--- src/rtl/fact_accel.sv ---
// fact_accel: register-mapped iterative factorial engine, one multiply per cycle,
// with run-time overflow detection against DATA_W.
module fact_accel #(
    parameter int DATA_W = 32,
    parameter int N_W    = 4
) (
    input  logic              clk,
    input  logic              rst,
    input  logic [1:0]        a,
    input  logic              we,
    input  logic [N_W-1:0]    wd,
    output logic [DATA_W-1:0] rd,
    output logic              irq
);
    typedef enum logic [1:0] {IDLE, CALC, DONE, ERR} state_t;
    state_t              r_state, w_state_nxt;
    logic [N_W-1:0]      r_n, r_cnt;
    logic [DATA_W-1:0]   r_acc, r_result;
    logic                r_irq_en;
    logic [2*DATA_W-1:0] w_prod;
    logic                w_go, w_accept, w_last, w_ovf, w_busy, w_done, w_err;

    assign w_go     = we && a == 2'd1 && wd[0];
    assign w_accept = w_go && r_state != CALC;
    assign w_last   = r_cnt <= N_W'(1);
    assign w_prod   = {{DATA_W{1'b0}}, r_acc} * {{(2*DATA_W-N_W){1'b0}}, r_cnt};
    assign w_ovf    = |w_prod[2*DATA_W-1:DATA_W];

    always_ff @(posedge clk or negedge rst)
        if (!rst) r_state <= IDLE;
        else      r_state <= w_state_nxt;

    always_comb begin
        w_state_nxt = r_state;
        if (r_state == CALC) w_state_nxt = w_last ? DONE : w_ovf ? ERR : CALC;
        else if (w_go)       w_state_nxt = CALC;
    end

    // busy/done/err are pure decodes of the state, so GO clears them together
    always_comb begin
        w_busy = r_state == CALC;
        w_done = r_state == DONE || r_state == ERR;
        w_err  = r_state == ERR;
    end

    always_ff @(posedge clk or negedge rst) begin
        if (!rst) begin
            r_n      <= '0;
            r_irq_en <= 1'b0;
            r_acc    <= '0;
            r_cnt    <= '0;
            r_result <= '0;
        end else begin
            if (we && a == 2'd0) r_n <= wd;
            if (we && a == 2'd1) r_irq_en <= wd[1];
            if (w_accept) begin
                r_acc <= DATA_W'(1);
                r_cnt <= r_n;
            end else if (r_state == CALC) begin
                if (w_last)     r_result <= r_acc;
                else if (w_ovf) r_result <= '0;
                else begin
                    r_acc <= w_prod[DATA_W-1:0];
                    r_cnt <= r_cnt - N_W'(1);
                end
            end
        end
    end

    always_comb
        rd = (a == 2'd0) ? DATA_W'(r_n) :
             (a == 2'd1) ? DATA_W'({r_irq_en, 1'b0}) :
             (a == 2'd2) ? DATA_W'({w_busy, w_err, w_done}) : r_result;

    assign irq = r_irq_en & w_done;
endmodule

--- config.mk ---
export PLATFORM = sky130hd
export DESIGN_NAME = fact_accel
export DESIGN_NICKNAME = d
export VERILOG_FILES = /design/src/rtl/fact_accel.sv
export SDC_FILE = /design/constraint.sdc
export NUM_CORES = 1
export LEC_CHECK = 0
export CAP_MARGIN = 40
export CELL_PAD_IN_SITES_DETAIL_PLACEMENT = 0
export CELL_PAD_IN_SITES_GLOBAL_PLACEMENT = 1
export CORE_ASPECT_RATIO = 0.7
export CORE_UTILIZATION = 40
export CTS_CLUSTER_DIAMETER = 150
export DETAILED_ROUTE_END_ITERATION = 6
export PLACE_DENSITY_LB_ADDON = 0.12
export SLEW_MARGIN = 20
export SYNTH_ARGS = -nofsm -noshare
export SYNTH_HDL_FRONTEND = slang
export SYNTH_SLANG_ARGS = --single-unit
export TNS_END_PERCENT = 5
--- constraint.sdc ---
create_clock -name clk -period 6.4 [get_ports clk]
set_clock_uncertainty 0.05 [all_clocks]
set_input_delay 0.64 -clock clk [delete_from_list [all_inputs] [get_ports clk]]
set_output_delay 0.64 -clock clk [all_outputs]
set_load 0.02 [all_outputs]
# Word level (Yosys, flattened, before mapping)
# Index checks and enable logic that the tools add are counted.
[classes] muxes=17 add_sub_neg=1 n_lt_le_gt_ge=1 n_reduce_logical=12 eq_ne=8 mul=1 bitwise_logic=2
[ops] cell="$mux 32" count=9
[ops] cell="$mul 32x4->36" count=1
[ops] cell="$mux 4" count=4
[ops] cell="$mux 2" count=4
[ops] cell="$eq 2x2->1 const B" count=3
[ops] cell="$reduce_and 3->1" count=2
[ops] cell="$reduce_bool 2->1" count=3
[ops] cell="$eq 2x1->1 const B" count=2
[ops] cell="$le 4x1->1 const B" count=1
[ops] cell="$logic_and 1x1->1" count=4
[ops] cell="$ne 2x2->1 const B" count=2
[ops] cell="$reduce_or 4->1" count=1
[ops] cell="$sub 4x1->4 const B" count=1
[ops] cell="$logic_not 2->1" count=1
[ops] cell="$ne 2x1->1 const B" count=1
[ops] cell="$and 1x1->1" count=1
[ops] cell="$logic_or 1x1->1" count=1
[ops] cell="$not 1->1" count=1
[totals] in_bits=9 reg_bits=75 wordCells=48 output_inout_bits=33

# Logic depth before layout (Yosys ltp)
# Gate-level depths: netlist of the first run.
[depth] word_depth=6 mapped_depth=20

# Worst setup path before layout of the first run
# No wires, ideal clock.
[synth_path] path_kind="reg-to-reg" from="reg r_cnt[3]" to="reg r_acc[30]" n_path_buf=2 t_arrival_ns=4.472 setup_slack_ns=1.800 path_stages_with_launch=18 required_time_ns=6.272 setup_time_ns=0.078 path_cell_list="dfrtp_1 -> clkbuf_1 -> and2_1 -> fa_1 -> inv_1 -> fa_1 -> inv_1 -> ha_1 -> a21oi_1 -> nand2_1 -> o21ai_1 -> a211oi_1 -> or4_1 -> a221oi_2 -> o2111ai_1 -> buf_2 -> or4_1 -> a21oi_1"
[synth_via] elab_chain_len=5 elab_cells_between_ends=10
[synth_rtl] element="from (decl)" line_no="17" text="logic [N_W-1:0] r_n, r_cnt;"
[synth_rtl] element="from (signal assigned)" line_no="58" text="r_cnt <= r_n;"
[synth_rtl] element="from (signal assigned)" line_no="64" text="r_cnt <= r_cnt - N_W'(1);"
[synth_rtl] element="$mul 32x4->36" line_no="26" text="assign w_prod = {{DATA_W{1'b0}}, r_acc} * {{(2*DATA_W-N_W){1'b0}}, r_cnt};"
[synth_rtl] element="$mux 32" line_no="61" text="else if (w_ovf) r_result <= '0;"
[synth_rtl] element="$mux 32" line_no="60" text="if (w_last) r_result <= r_acc;"
[synth_rtl] element="$mux 32" line_no="59" text="end else if (r_state == CALC) begin"
[synth_rtl] element="$mux 32" line_no="56" text="if (w_accept) begin"
[synth_rtl] element="to (signal assigned)" line_no="63" text="r_acc <= w_prod[DATA_W-1:0];"
[synth_rtl] element="to (decl)" line_no="18" text="logic [DATA_W-1:0] r_acc, r_result;"
# Several ways; a longest one is shown, not always the timed one. The select of a mux whose other input is x is not followed.
# A chain may end at the register's enable or synchronous reset.

# Worst setup path in the final report of the first run
[layout_path] from="reg r_cnt[1]" to="reg r_cnt[3]"
[layout_via] elab_chain_len=5 elab_cells_between_ends=11
[layout_rtl] element="parallel branches: the longest is 5 deep, another holds $mul 32x4->36"
# Parallel ways; which one is timed is not known. The select of a mux whose other input is x is not followed.

==> reports/summary.txt, run 1 <==
WORST SETUP PATH
------------------------------------------------------------------------------------
Critical setup path kind                                                flip-flop to flip-flop
Worst EP required                                                            6.62 ns
Sort of element at the end of the critical path                            flip-flop
Startpoint type of the worst setup path                                    flip-flop
Arrival @ worst endpoint                                                     6.08 ns
Critical path peak fanout                                                         20

SYNTHESIS
------------------------------------------------------------------------------------
Post-Synthesis Net Count                                                         990
Post-synth design cell area                                              0.00761 mm2
Yosys reg bits                                                                    75
Largest cells by area after synthesis                                   dfrtp_1 25%, fa_1 16%, and2_1 7.6%, ha_1 6.9%, inv_1 6.2%
Number of enable flip-flop cells after synthesis                                   0
Post-synthesis instance total                                                    879
Cell type contributing the most total cell area after synthesis              dfrtp_1
Synth unique cells                                                                52
Total of warnings raised by yosys                                                  0
Share of the synthesized area in the top cell type                             24.7%
Ys async rst share                                                              100%
Primary flip-flop cell chosen by synthesis mapping                           dfrtp_1
Sequential-to-total area share from yosys stat                                 24.7%
Mean Syn Cell Area                                                          8.65 um2

GLOBAL ROUTE
------------------------------------------------------------------------------------
Wire length of the first global-routing pass                                 35.8 mm
Total grt overflow                                                                 0
Largest net degree at the start of global routing                                 51
Antenna violations before repair                                                   0
GRT Util Overall                                                               23.4%
Vias in the first global route                                                 6,293

FINAL LAYOUT
------------------------------------------------------------------------------------
ANT cells                                                                          0
Final core utilization                                                         47.2%
Leading cell types in the layout, fill and taps excluded                125 x inv_1, 92 x and2_1, 75 x dfrtp_1
Area growth from synthesis to layout                                           13.6%
Net count, final                                                               1,009
Final instance area                                                      0.00864 mm2
Layout cells sized above 1                                                     5.43%
Most common cell after layout, fill and taps aside                             inv_1

CLOCKING
------------------------------------------------------------------------------------
Cell at the root of the clock tree                                         clkbuf_16
Quantity of hold-fixing buffers added after cts                                    0
Maximum clock insertion buffer count                                               2
CTS tree                                                                        done
Post-CTS Setup Inserts                                                             0
Clock transition at path regs                                                0.07 ns
TritonCTS Sinks                                                                   75
Resize count post-CTS                                                              0
H-Tree Level Count                                                                 3
Clock insertion delay at the later pin of the skew report                    0.35 ns
Number of buffers created by CTS                                                   9

FLOORPLAN
------------------------------------------------------------------------------------
Placement Rows                                                                    41
Die Outline Area                                                          0.0196 mm2
Y dimension of the die                                                        117 um
Die extent in x                                                               167 um
IO Count                                                                          42
Starting utilization of the core area                                          41.5%
Core box area                                                             0.0183 mm2

STA
------------------------------------------------------------------------------------
Final period util                                                              91.6%
Hold Violations, Final                                                             0
Normalized max-slew margin                                                     47.2%
Worst-Margin Slew                                                           0.788 ns
Slew Viols, Final                                                                  0
Final setup violation count                                                        0
Maximum frequency from static timing analysis                                171 MHz
RSZ-0062 raised after global routing                                              no
Crit path time final                                                         5.87 ns
Sum of negative setup slack                                                     0 ns
Min Hold Slack                                                              0.165 ns

PLACE
------------------------------------------------------------------------------------
Placed Instance Area                                                     0.00834 mm2
Weighted congestion at the end of routability-driven global placement          0.943
Number of input and output port buffers inserted                                  41
HPWL after detailed placement                                                17.0 mm

DRT
------------------------------------------------------------------------------------
DR DRC count                                                                       0
Ratio of routed vias to standard cells                                          5.51
Pre-Repair DR Iteration Count                                                      5
Number of DRC violations after detailed-routing iteration 0                      433
Count of antenna-violating nets left after detailed routing                        0
Vias after detailed routing                                                    6,273
Per-cell routed wire length                                                  18.9 um
Routed WL                                                                    21.5 mm

MIN PATH
------------------------------------------------------------------------------------
Class of the tightest hold or removal check                             input pin to async pin

JOB
------------------------------------------------------------------------------------
Number of violations of the max-capacitance limit                                  0

STATUS
------------------------------------------------------------------------------------
Result of the run                                                       complete, no violations

## critical path: stages, from the launching register on
cell and delay [ns]:
dfrtp_1 0.74, buf_8 0.25, nand2_1 0.08, fa_1 0.48, inv_1 0.06, fa_1 0.53, fa_1 0.47, a21o_1 0.22
a221oi_2 0.48, nor2_2 0.11, o2111ai_1 0.41, a2111oi_1 0.18, nor3_1 0.38, o2111ai_4 0.39, buf_12 0.32, or4_1 0.46
a31oi_1 0.16
## flip-flops by register name, summed over array words and instances (netlist names)
| name | cells |
|---|---|
| r_state | 2 |
| r_n | 4 |
| r_acc | 32 |
| r_result | 32 |
| r_cnt | 4 |
| r_irq_en | 1 |
## path summary, 6_finish.rpt
kind                       slack (ns)  depth (start not counted)        start     endpoint
max                              0.53                         16     r_cnt[1]     r_cnt[3]
min                              0.16                          1          rst  r_result[6]
max reg2reg                      0.53                         16     r_cnt[1]     r_cnt[3]
min reg2reg                      0.45                          1  r_result[4]  r_result[4]
max in group asynchronous        5.56                          2          rst    r_acc[29]
min in group clk                 0.45                          1  r_result[4]  r_result[4]
## cell families after synthesis
| family | count (synthesis) | share of synthesized area (%) |
|---|---|---|
| adders and majority gates | 102 | 22.7 |
| AOI/OAI and AO/OA | 170 | 15.7 |
| buffers and inverters | 172 | 8.67 |
| muxes | 34 | 4.74 |
| DFF | 75 | 24.7 |
| xor gates and xnor gates | 22 | 2.53 |
| and+or+nand+nor | 304 | 21.0 |
## layout make-up
class / instances / area [um2]
fillers: 1768 / 9670
flip-flops and latches: 75 / 1880
repair buffers: 55 / 621
well taps: 236 / 295
clock inverters: 7 / 58.8
multi-input cells: 632 / 5100
inverters: 125 / 469
clock buffers: 9 / 225
## per-stage QoR
step	std cells	worst slack (ns)
final	1139	0.535
after global routing	1139	0.173
after CTS	1138	0.509
after detailed placement	1122	0.532
after global placement	1116	0.579
after floorplan	879	1.80
## synthesized netlist by cell type, types with 4 or more instances
| cell | n |
|---|---|
| dfrtp_1 | 75 |
| a31oi_1 | 8 |
| o211ai_1 | 5 |
| o21bai_1 | 8 |
| fa_1 | 60 |
| xor2_1 | 9 |
| buf_2 | 11 |
| inv_1 | 125 |
| a21oi_1 | 39 |
| and2_1 | 92 |
| and4_1 | 4 |
| o21ai_1 | 4 |
| clkbuf_1 | 36 |
| mux2_2 | 6 |
| o21ai_0 | 22 |
| nor3_1 | 7 |
| nand2b_1 | 4 |
| a22o_1 | 33 |
| or4_1 | 4 |
| o31ai_1 | 4 |
| nand2_1 | 73 |
| nand3_1 | 20 |
| nor2_1 | 48 |
| a211oi_1 | 4 |
| a21o_1 | 15 |
| mux2i_1 | 27 |
| ha_1 | 42 |
| and3_1 | 35 |
| nand4_1 | 4 |
| o21a_1 | 6 |
| xnor2_1 | 13 |
## metal layers
layer | up-vias | GRT usage (%) | wire length, um | part of all wire (%)
met1 | 3094 | 37.8 | 11700 | 55
met2 | 188 | 31.7 | 8380 | 39
met3 | 12 | 4.72 | 1270 | 5.9
met4 | 0 | 4.05 | 101 | 0.47
met5 | - | 0 | 0 | 0
li1 | 2979 | - | - | -
Power of run 1 is not shown: default switching activity piles up to over one toggle a cycle in this logic, so the estimate is an artifact.
==> run 2, diff against run 1 <==
--- a/config.mk
+++ b/config.mk
@@ -11,6 +11,7 @@
 export CORE_ASPECT_RATIO = 0.7
 export CORE_UTILIZATION = 40
 export CTS_CLUSTER_DIAMETER = 150
+export CTS_CLUSTER_SIZE = 20
 export DETAILED_ROUTE_END_ITERATION = 6
 export PLACE_DENSITY_LB_ADDON = 0.12
 export SLEW_MARGIN = 20
==> results of run 2 <==
Final layout, timing and power as in run 1 (identical DEF).
Power of run 2 is left out for the same reason.
